<file path="src/rtl/uart_time_reporter.sv">
// Purpose: shares one UART TX between echoed RX bytes and 13-byte "HH:MM:SS.CC\r\n" time frames.
// Latency: a request or echo in cycle N with the block idle and TX free gives tx_start in cycle N+2.
// Backpressure: waits for tx_busy low before each byte; a frame is atomic; a one-deep echo buffer overflows with echo_drop.
//
// Ports:
//   clk, rst              system clock, asynchronous active-high reset
//   report_req            one-cycle request for a time frame (ignored while report_busy)
//   hour/min/sec/msec     displayed time, snapshotted on report accept
//   echo_valid/echo_data  one-cycle strobe carrying a byte to echo
//   tx_busy               UART TX is shifting a byte
//   tx_start/tx_data      one-cycle start strobe and held byte to the UART TX
//   report_busy           a report is pending or being sent
//   echo_drop             one-cycle pulse: an echo byte was discarded
module uart_time_reporter (
    input  logic       clk,
    input  logic       rst,
    input  logic       report_req,
    input  logic [4:0] hour,
    input  logic [5:0] min,
    input  logic [5:0] sec,
    input  logic [6:0] msec,
    input  logic       echo_valid,
    input  logic [7:0] echo_data,
    input  logic       tx_busy,
    output logic       tx_start,
    output logic [7:0] tx_data,
    output logic       report_busy,
    output logic       echo_drop
);

    typedef enum logic [1:0] {
        S_IDLE = 2'd0,
        S_SEND = 2'd1,
        S_GAP  = 2'd2,
        S_WAIT = 2'd3
    } state_t;

    typedef enum logic {
        SRC_ECHO   = 1'b0,
        SRC_REPORT = 1'b1
    } src_t;

    localparam logic [3:0] LAST_IDX = 4'd12;

    state_t     r_state;
    src_t       r_src;
    logic [3:0] r_idx;
    logic [7:0] r_tx_data;

    logic       r_pend;
    logic       r_report_busy;
    logic [6:0] r_hour;
    logic [6:0] r_min;
    logic [6:0] r_sec;
    logic [6:0] r_csec;

    logic       r_buf_vld;
    logic [7:0] r_buf_dat;
    logic       r_echo_drop;

    state_t     w_state_nxt;
    src_t       w_src_nxt;
    logic [3:0] w_idx_nxt;
    logic       w_load;
    logic [7:0] w_load_dat;
    logic       w_frame_done;
    logic [3:0] w_sel_idx;
    logic [7:0] w_frame_byte;
    logic       w_accept;
    logic       w_rpt_take;
    logic       w_drain;

    function automatic logic [6:0] clamp99(input logic [6:0] v);
        return (v > 7'd99) ? 7'd99 : v;
    endfunction

    function automatic logic [7:0] ascii_tens(input logic [6:0] v);
        logic [6:0] t;
        t = v / 7'd10;
        return 8'h30 + {1'b0, t};
    endfunction

    function automatic logic [7:0] ascii_ones(input logic [6:0] v);
        logic [6:0] t;
        t = v % 7'd10;
        return 8'h30 + {1'b0, t};
    endfunction

    assign w_accept   = report_req && !r_report_busy;
    assign w_rpt_take = (r_state == S_SEND) && (r_src == SRC_REPORT) && (r_idx == 4'd0);
    assign w_drain    = (r_state == S_SEND) && (r_src == SRC_ECHO);

    // The byte to load is chosen one cycle ahead of SEND: index 0 when
    // leaving IDLE, the next index when leaving WAIT mid-frame.
    assign w_sel_idx = (r_state == S_WAIT) ? (r_idx + 4'd1) : 4'd0;

    always_comb begin
        w_frame_byte = 8'h00;
        case (w_sel_idx)
            4'd0:    w_frame_byte = ascii_tens(r_hour);
            4'd1:    w_frame_byte = ascii_ones(r_hour);
            4'd2:    w_frame_byte = 8'h3A;
            4'd3:    w_frame_byte = ascii_tens(r_min);
            4'd4:    w_frame_byte = ascii_ones(r_min);
            4'd5:    w_frame_byte = 8'h3A;
            4'd6:    w_frame_byte = ascii_tens(r_sec);
            4'd7:    w_frame_byte = ascii_ones(r_sec);
            4'd8:    w_frame_byte = 8'h2E;
            4'd9:    w_frame_byte = ascii_tens(r_csec);
            4'd10:   w_frame_byte = ascii_ones(r_csec);
            4'd11:   w_frame_byte = 8'h0D;
            4'd12:   w_frame_byte = 8'h0A;
            default: w_frame_byte = 8'h00;
        endcase
    end

    always_comb begin
        w_state_nxt  = r_state;
        w_src_nxt    = r_src;
        w_idx_nxt    = r_idx;
        w_load       = 1'b0;
        w_load_dat   = 8'h00;
        w_frame_done = 1'b0;
        case (r_state)
            S_IDLE: begin
                if (!tx_busy) begin
                    if (r_buf_vld) begin
                        w_state_nxt = S_SEND;
                        w_src_nxt   = SRC_ECHO;
                        w_load      = 1'b1;
                        w_load_dat  = r_buf_dat;
                    end else if (r_pend) begin
                        w_state_nxt = S_SEND;
                        w_src_nxt   = SRC_REPORT;
                        w_idx_nxt   = 4'd0;
                        w_load      = 1'b1;
                        w_load_dat  = w_frame_byte;
                    end
                end
            end
            S_SEND: w_state_nxt = S_GAP;
            // TX busy is registered on its side, so it is not yet valid here.
            S_GAP:  w_state_nxt = S_WAIT;
            S_WAIT: begin
                if (!tx_busy) begin
                    if (r_src == SRC_REPORT) begin
                        if (r_idx < LAST_IDX) begin
                            w_state_nxt = S_SEND;
                            w_idx_nxt   = r_idx + 4'd1;
                            w_load      = 1'b1;
                            w_load_dat  = w_frame_byte;
                        end else begin
                            w_state_nxt  = S_IDLE;
                            w_frame_done = 1'b1;
                        end
                    end else begin
                        w_state_nxt = S_IDLE;
                    end
                end
            end
            default: w_state_nxt = S_IDLE;
        endcase
    end

    always_ff @(posedge clk or posedge rst) begin
        if (rst) begin
            r_state   <= S_IDLE;
            r_src     <= SRC_ECHO;
            r_idx     <= 4'd0;
            r_tx_data <= 8'h00;
        end else begin
            r_state <= w_state_nxt;
            r_src   <= w_src_nxt;
            r_idx   <= w_idx_nxt;
            if (w_load) begin
                r_tx_data <= w_load_dat;
            end
        end
    end

    // Report request, snapshot and busy flag. Requests while busy coalesce.
    always_ff @(posedge clk or posedge rst) begin
        if (rst) begin
            r_pend        <= 1'b0;
            r_report_busy <= 1'b0;
            r_hour        <= 7'd0;
            r_min         <= 7'd0;
            r_sec         <= 7'd0;
            r_csec        <= 7'd0;
        end else if (w_accept) begin
            r_pend        <= 1'b1;
            r_report_busy <= 1'b1;
            r_hour        <= clamp99({2'b00, hour});
            r_min         <= clamp99({1'b0, min});
            r_sec         <= clamp99({1'b0, sec});
            r_csec        <= clamp99(msec);
        end else begin
            if (w_rpt_take) begin
                r_pend <= 1'b0;
            end
            if (w_frame_done) begin
                r_report_busy <= 1'b0;
            end
        end
    end

    // One-deep echo buffer. A byte arriving on the drain cycle refills it.
    always_ff @(posedge clk or posedge rst) begin
        if (rst) begin
            r_buf_vld   <= 1'b0;
            r_buf_dat   <= 8'h00;
            r_echo_drop <= 1'b0;
        end else begin
            r_echo_drop <= 1'b0;
            if (echo_valid) begin
                if (!r_buf_vld || w_drain) begin
                    r_buf_vld <= 1'b1;
                    r_buf_dat <= echo_data;
                end else begin
                    r_echo_drop <= 1'b1;
                end
            end else if (w_drain) begin
                r_buf_vld <= 1'b0;
            end
        end
    end

    assign tx_start    = (r_state == S_SEND);
    assign tx_data     = r_tx_data;
    assign report_busy = r_report_busy;
    assign echo_drop   = r_echo_drop;

endmodule

</file>
<file path="config.mk">
export PLATFORM = sky130hd
export DESIGN_NAME = uart_time_reporter
export DESIGN_NICKNAME = d
export VERILOG_FILES = /design/src/rtl/uart_time_reporter.sv
export SDC_FILE = /design/constraint.sdc
export NUM_CORES = 1
export LEC_CHECK = 0
export CAP_MARGIN = 5
export CORE_ASPECT_RATIO = 1.75
export CORE_MARGIN = 2
export CORE_UTILIZATION = 58
export DETAILED_ROUTE_END_ITERATION = 6
export MAX_ROUTING_LAYER = met4
export PLACE_DENSITY = 0.87
export SYNTH_ARGS = -nofsm -noshare
export SYNTH_HDL_FRONTEND = slang
export SYNTH_SLANG_ARGS = --single-unit
</file>
<file path="constraint.sdc">
create_clock -name clk -period 4.2 [get_ports clk]
set_clock_uncertainty 0.05 [all_clocks]
set_input_delay 0.84 -clock clk [delete_from_list [all_inputs] [get_ports clk]]
set_output_delay 0.84 -clock clk [all_outputs]
set_load 0.005 [all_outputs]
</file>
==> results_dict.tcl, run 1 <==
set metrics [dict create \
    run_status "complete, no violations" \
    reg2reg_slack_ns 0.62 \
    crit_type "flop to flop" \
    nets 642 \
    vias_per_cell 6.47 \
    worst_setup_path_start_kind "flop" \
    syn-num-nets 620 \
    yosysSeqAreaShare_pct 29.6 \
    crit_buf_inv 1 \
    r2r-start "r_min[5]" \
    grt_pass1_vias 4233 \
    htreeDepth 2 \
    fillers 623 \
    postCtsSetupRepairBufs 0 \
    cp_slowest_cell "dfrtp_1" \
    dp_hpwl_um 9190 \
    fin_crit_ns 3.58 \
    die_h_um 118 \
    ys_seq_elements 51 \
    ctsResizeCount 0 \
    ioPinCount 48 \
    rows 41 \
    total_power_w 0.00414 \
    cp.arrival_ns 3.70 \
    place_congestion 0.930 \
    die_area_mm2 0.00818 \
    power_leakage_nw 1.95 \
    ir_worst_vdd_mv 0.442 \
    path_max_fanout 11 \
    hp-class "flop to flop" \
    globalRouteOverflowTotal 0 \
    slew-limit-headroom_pct 27.7 \
    finalHoldViolCount 0 \
    cp_top_family "compound AO/OA/AOI/OAI gates" \
    antenna_found_initial 0 \
    n_antenna_cell 0 \
    syn-cell-area_mm2 0.00432 \
    post-route-period-util_pct 85.1 \
    coreArea_mm2 0.00723 \
    crit_path_end_kind "flop" \
    setup_viol 0 \
    synth_warnings 0 \
    async_reset_ff_share_pct 100 \
    drive_gt1_share_pct 6.59 \
    clockBufferDepth 2 \
    whs_ns 0.468 \
    drv_cap 0 \
    ctsHoldBuffers 0 \
    drc_errors 0 \
    clkTransAtPathRegs_ns 0.07 \
    cts_root_buf "clkbuf_16" \
    min_to "r_buf_dat[7]" \
    tritoncts "built" \
    numClockSinks 51 \
    grt_use_total_pct 31.3 \
    multiInputGateArea_mm2 0.00279 \
    start_util_pct 59.7 \
    synthDistinctLibCells 76 \
    syn-mean-instance-area_um2 7.59 \
    drtIter0Drc 328 \
    yosys_most_used_dff "dfrtp_1" \
    fp.dieW_um 69.2 \
    wl_per_cell_um 18.0 \
    slew_viol_final 0 \
    r2r_end "tx_data[4]" \
    synth_edf_count 0 \
    clk_latency_ns 0.29 \
    finalSetupTns_ns 0 \
    regArea_mm2 0.00128 \
    finalWirelength_um 12200 \
    area_growth_syn_to_layout_pct 13.9 \
    fmax_mhz 280 \
    numCtsBuffers 5 \
    holdPathStages 1 \
    syn_inst 569 \
    io_buffers 47 \
    dr.pass1.iters 5 \
    grt_pass1_wl_um 20600 \
    grt_setup_unrepaired "false" \
    cp.required_ns 4.33 \
    crit_chain "inv_1 > nand2_1 > o211ai_1 > o21ai_0 > ha_1 > and2_1 > a211oi_1 > a221oi_1 > a21oi_1 > a41o_2 > a31oi_1 > a221oi_1 > a21oi_1" \
    grt_max_degree 52 \
    worstHoldStart "r_buf_dat[7]" \
    worst-slew-pin-transition_ns 1.08 \
    drtAntennaViolNets 0 \
    critPathMaxStageDelay_ns 0.51 \
    power.density_mw_per_mm2 841 \
    r2r_cells 13 \
    dr_total_vias 4390 \
]
cell usage in the layout (no fill, tap or decap), types with 6 or more instances in the layout:
| cell | synthesis | routed |
|---|---|---|
| a22oi_1 | 9 | 9 |
| a211oi_1 | 6 | 6 |
| ha_1 | 14 | 14 |
| or3_1 | 6 | 6 |
| clkdlybuf4s50_1 | 0 | 47 |
| o21ai_0 | 43 | 43 |
| and2_1 | 6 | 6 |
| nor3_1 | 9 | 9 |
| buf_4 | 0 | 6 |
| o22ai_1 | 10 | 10 |
| a21oi_1 | 33 | 33 |
| xnor2_1 | 12 | 12 |
| mux2i_1 | 6 | 6 |
| nor2_1 | 43 | 43 |
| nand3_1 | 11 | 11 |
| o211ai_1 | 7 | 7 |
| a31oi_1 | 14 | 14 |
| nand2b_1 | 14 | 14 |
| inv_1 | 23 | 22 |
| nand2_1 | 100 | 100 |
| dfrtp_1 | 51 | 51 |
| nor2b_1 | 14 | 13 |
| mux2_2 | 13 | 13 |
worst register-to-register path: cells and delay by family, from the launching register on:
family          cells  cell delay (ns)
flops               1             0.51
simple gates        2             0.31
buf+inv             1             0.18
fa+ha+maj           1             0.35
compound gates      9             2.07
sequential cells by signal, indices dropped and copies added (netlist names), 2 cells and up:
signal     cells
r_buf_dat      8
r_csec         7
r_hour         5
r_idx          4
r_min          6
r_sec          6
r_state        2
tx_data        8
worst max-delay path by stage:
stage,startpoint,endpoint,cells after the start
after floorplan,r_min[3],tx_data[4],15
after global placement,r_hour[2],tx_data[6],15
after detailed placement,r_hour[2],tx_data[6],15
after CTS,r_min[3],tx_data[4],12
after global routing,r_min[3],tx_data[4],12
final,r_min[5],tx_data[4],13
Yosys cell counts (all sizes together) (7+ instances only):
master    n  area (um2)
nand2   100         375
dfrtp    51        1280
o21ai    45         229
nor2     43         161
clkbuf   36         145
a21oi    33         165
inv      25        93.8
a31oi    14        87.6
ha       14         175
nand2b   14        87.6
nor2b    14        87.6
mux2     13         146
xnor2    12         105
nand3    11        55.1
o22ai    10        62.6
a22oi     9        67.6
nor3      9        45.0
a211oi    7        57.6
o211ai    7        52.6
cell type report:
type | count | area share, %
clock buffer | 7 | 2.70
clock inverter | 1 | 0.102
inverter | 25 | 1.91
multi-input combinational | 455 | 56.7
sequential | 51 | 25.9
tap | 86 | 2.19
timing repair buffer | 53 | 10.5
layer usage:
metal  global-route usage (%)  wire [um]  vias to the layer above
met4                     15.2        494                        0
met1                     34.8       4600                     2087
met2                     55.0       6650                      159
met5                        -          0                        -
met3                     3.24        455                       48
li1                         -          -                     2096
through the flow:
step	cell area (um2)	util, %	worst slack [ns]	instances
after global placement	4780	66.1	0.798	670
after CTS	4920	68.0	0.684	678
after detailed placement	4780	66.1	0.694	670
final	4920	68.0	0.625	678
after global routing	4920	68.0	0.308	678
after floorplan	4320	-	1.02	569
kinds of logic after synthesis:
group,count (synthesis),synth area share (%)
adders and majority gates,14,4.06
and+or+nand+nor,228,24.8
muxes,19,4.78
buffers and inverters,63,5.91
AOI/OAI and AO/OA,181,28.2
xor gates and xnor gates,13,2.64
DFF,51,29.6
power breakdown:
part           leakage, nW  internal (W)  switching, W
Combinational         1.26       0.00111       0.00141
Clock               0.0679      0.000221      0.000176
Sequential           0.616      0.000726      0.000494
Total                 1.95       0.00206       0.00208
No activity file was read; power rests on OpenSTA's default activity.
==> inputs of run 2 (changes only) <==
--- a/config.mk
+++ b/config.mk
@@ -12,6 +12,7 @@
 export DETAILED_ROUTE_END_ITERATION = 6
 export MAX_ROUTING_LAYER = met4
 export PLACE_DENSITY = 0.87
+export RECOVER_POWER = 25
 export SYNTH_ARGS = -nofsm -noshare
 export SYNTH_HDL_FRONTEND = slang
 export SYNTH_SLANG_ARGS = --single-unit
==> results_dict.tcl, run 2 (synthesis gave the netlist of run 1 again) <==
set metrics [dict create \
    antenna_found_initial 0 \
    tritoncts "built" \
    ctsHoldBuffers 0 \
    cts_root_buf "clkbuf_16" \
    fmax_mhz 278 \
    drtAntennaViolNets 0 \
    crit_path_end_kind "flop" \
    grt_use_total_pct 31.3 \
    path_max_fanout 11 \
    hp-class "flop to flop" \
    htreeDepth 2 \
    total_power_w 0.00413 \
    area_growth_syn_to_layout_pct 13.9 \
    grt_pass1_wl_um 20600 \
    finalSetupTns_ns 0 \
    reg2reg_slack_ns 0.61 \
    crit_type "flop to flop" \
    fp.dieW_um 69.2 \
    slew_viol_final 52 \
    top_layer_used "met4" \
    n_antenna_cell 0 \
    dp_hpwl_um 9190 \
    wl_per_cell_um 18.1 \
    numCtsBuffers 5 \
    slew-limit-headroom_pct -32.3 \
    worst-slew-pin-transition_ns 1.98 \
    cp.arrival_ns 3.72 \
    worst_setup_path_start_kind "flop" \
    power.density_mw_per_mm2 840 \
    final_common_cell "nand2_1" \
    clkTransAtPathRegs_ns 0.07 \
    die_h_um 118 \
    globalRouteOverflowTotal 0 \
    drc_errors 0 \
    routed-wl-met3_um 476 \
    crit_buf_inv 1 \
    dr_total_vias 4390 \
    finalWirelength_um 12200 \
    ioPinCount 48 \
    power_leakage_nw 1.95 \
    drv_cap 1 \
    clk_latency_ns 0.29 \
    grt_max_degree 52 \
    grt_pass1_vias 4233 \
    setup_viol 0 \
    ir_worst_vdd_mv 0.444 \
    run_status "finished, violations left" \
    io_buffers 47 \
    regArea_mm2 0.00128 \
    drive_gt1_share_pct 6.25 \
    clockBufferDepth 2 \
    place_congestion 0.930 \
    rows 41 \
    drtIter0Drc 315 \
    cp.required_ns 4.33 \
    numClockSinks 51 \
    critPathMaxStageDelay_ns 0.51 \
    wirelength_met1_um 4680 \
    dr.pass1.iters 5 \
    violations "max-capacitance violations, max-slew violations" \
    wl_met2_um 6630 \
    grt_setup_unrepaired "false" \
    post-route-period-util_pct 85.6 \
    cp_slowest_cell "dfrtp_1" \
    ctsResizeCount 0 \
    final_cell_mix "100 x nand2_1, 51 x dfrtp_1, 43 x o21ai_0, 43 x nor2_1, 38 x clkdlybuf4s50_1" \
    start_util_pct 59.7 \
    fillers 624 \
    vias_per_cell 6.47 \
    nets 642 \
    coreArea_mm2 0.00723 \
    crit_chain "inv_1 > nand2_1 > o211ai_1 > o21ai_0 > ha_1 > and2_1 > a211oi_1 > a221oi_1 > a21oi_1 > a41o_2 > a31oi_1 > a221oi_1 > a21oi_1" \
    finalHoldViolCount 0 \
    postCtsSetupRepairBufs 0 \
    die_area_mm2 0.00818 \
    multiInputGateArea_mm2 0.00279 \
    fin_crit_ns 3.59 \
    cp_top_family "compound AO/OA/AOI/OAI gates" \
]
-- run 2: worst register-to-register path, stage by stage (launching register included) --
cell and delay, ns:
dfrtp_1 0.51, inv_1 0.19, nand2_1 0.10, o211ai_1 0.26
o21ai_0 0.22, ha_1 0.35, and2_1 0.21, a211oi_1 0.17
a221oi_1 0.11, a21oi_1 0.46, a41o_2 0.33, a31oi_1 0.10
a221oi_1 0.31, a21oi_1 0.10
-- run 2: cell type report --
class | count | share of cell area [%]
clock inverter | 1 | 0.102
multi-input combinational | 455 | 56.7
sequential | 51 | 26.0
clock buffer | 7 | 2.70
timing repair buffer | 53 | 10.5
tap | 86 | 2.19
inverter | 25 | 1.91
-- run 2: through the flow --
step	area [um2]	hold WS (ns)	setup slack, ns	instances	utilization, %
6_report	4920	0.471	0.605	678	68.0
5_1_grt	4920	0.489	0.308	678	68.0
4_1_cts	4920	0.472	0.684	678	68.0
3_5_place_dp	4780	0.457	0.694	670	66.1
3_3_place_gp	4780	0.442	0.798	670	66.1
2_1_floorplan	4320	0.409	1.02	569	-
-- run 2: where the power goes --
group          leakage (nW)  internal (W)  switching, W  total [W]
combinational          1.27       0.00110       0.00141    0.00251
clock                0.0679      0.000221      0.000177   0.000398
sequential            0.616      0.000726      0.000494    0.00122
-- run 2: path summary, 6_finish.rpt --
path | start | to | cells after the start
max | r_min[5] | tx_data[4] | 13
min | tx_data[5] | tx_data[5] | 2
max reg2reg | r_min[5] | tx_data[4] | 13
min reg2reg | tx_data[5] | tx_data[5] | 2
max in group asynchronous | rst | r_sec[1] | 2
min in group asynchronous | rst | r_buf_dat[5] | 2
-- run 2: metal layers --
metal / up-vias / GRT usage [%]
li1: 2098 / -
met1: 2086 / 34.8
met2: 165 / 55.0
met3: 41 / 3.24
met4: 0 / 15.2
met5: - / -
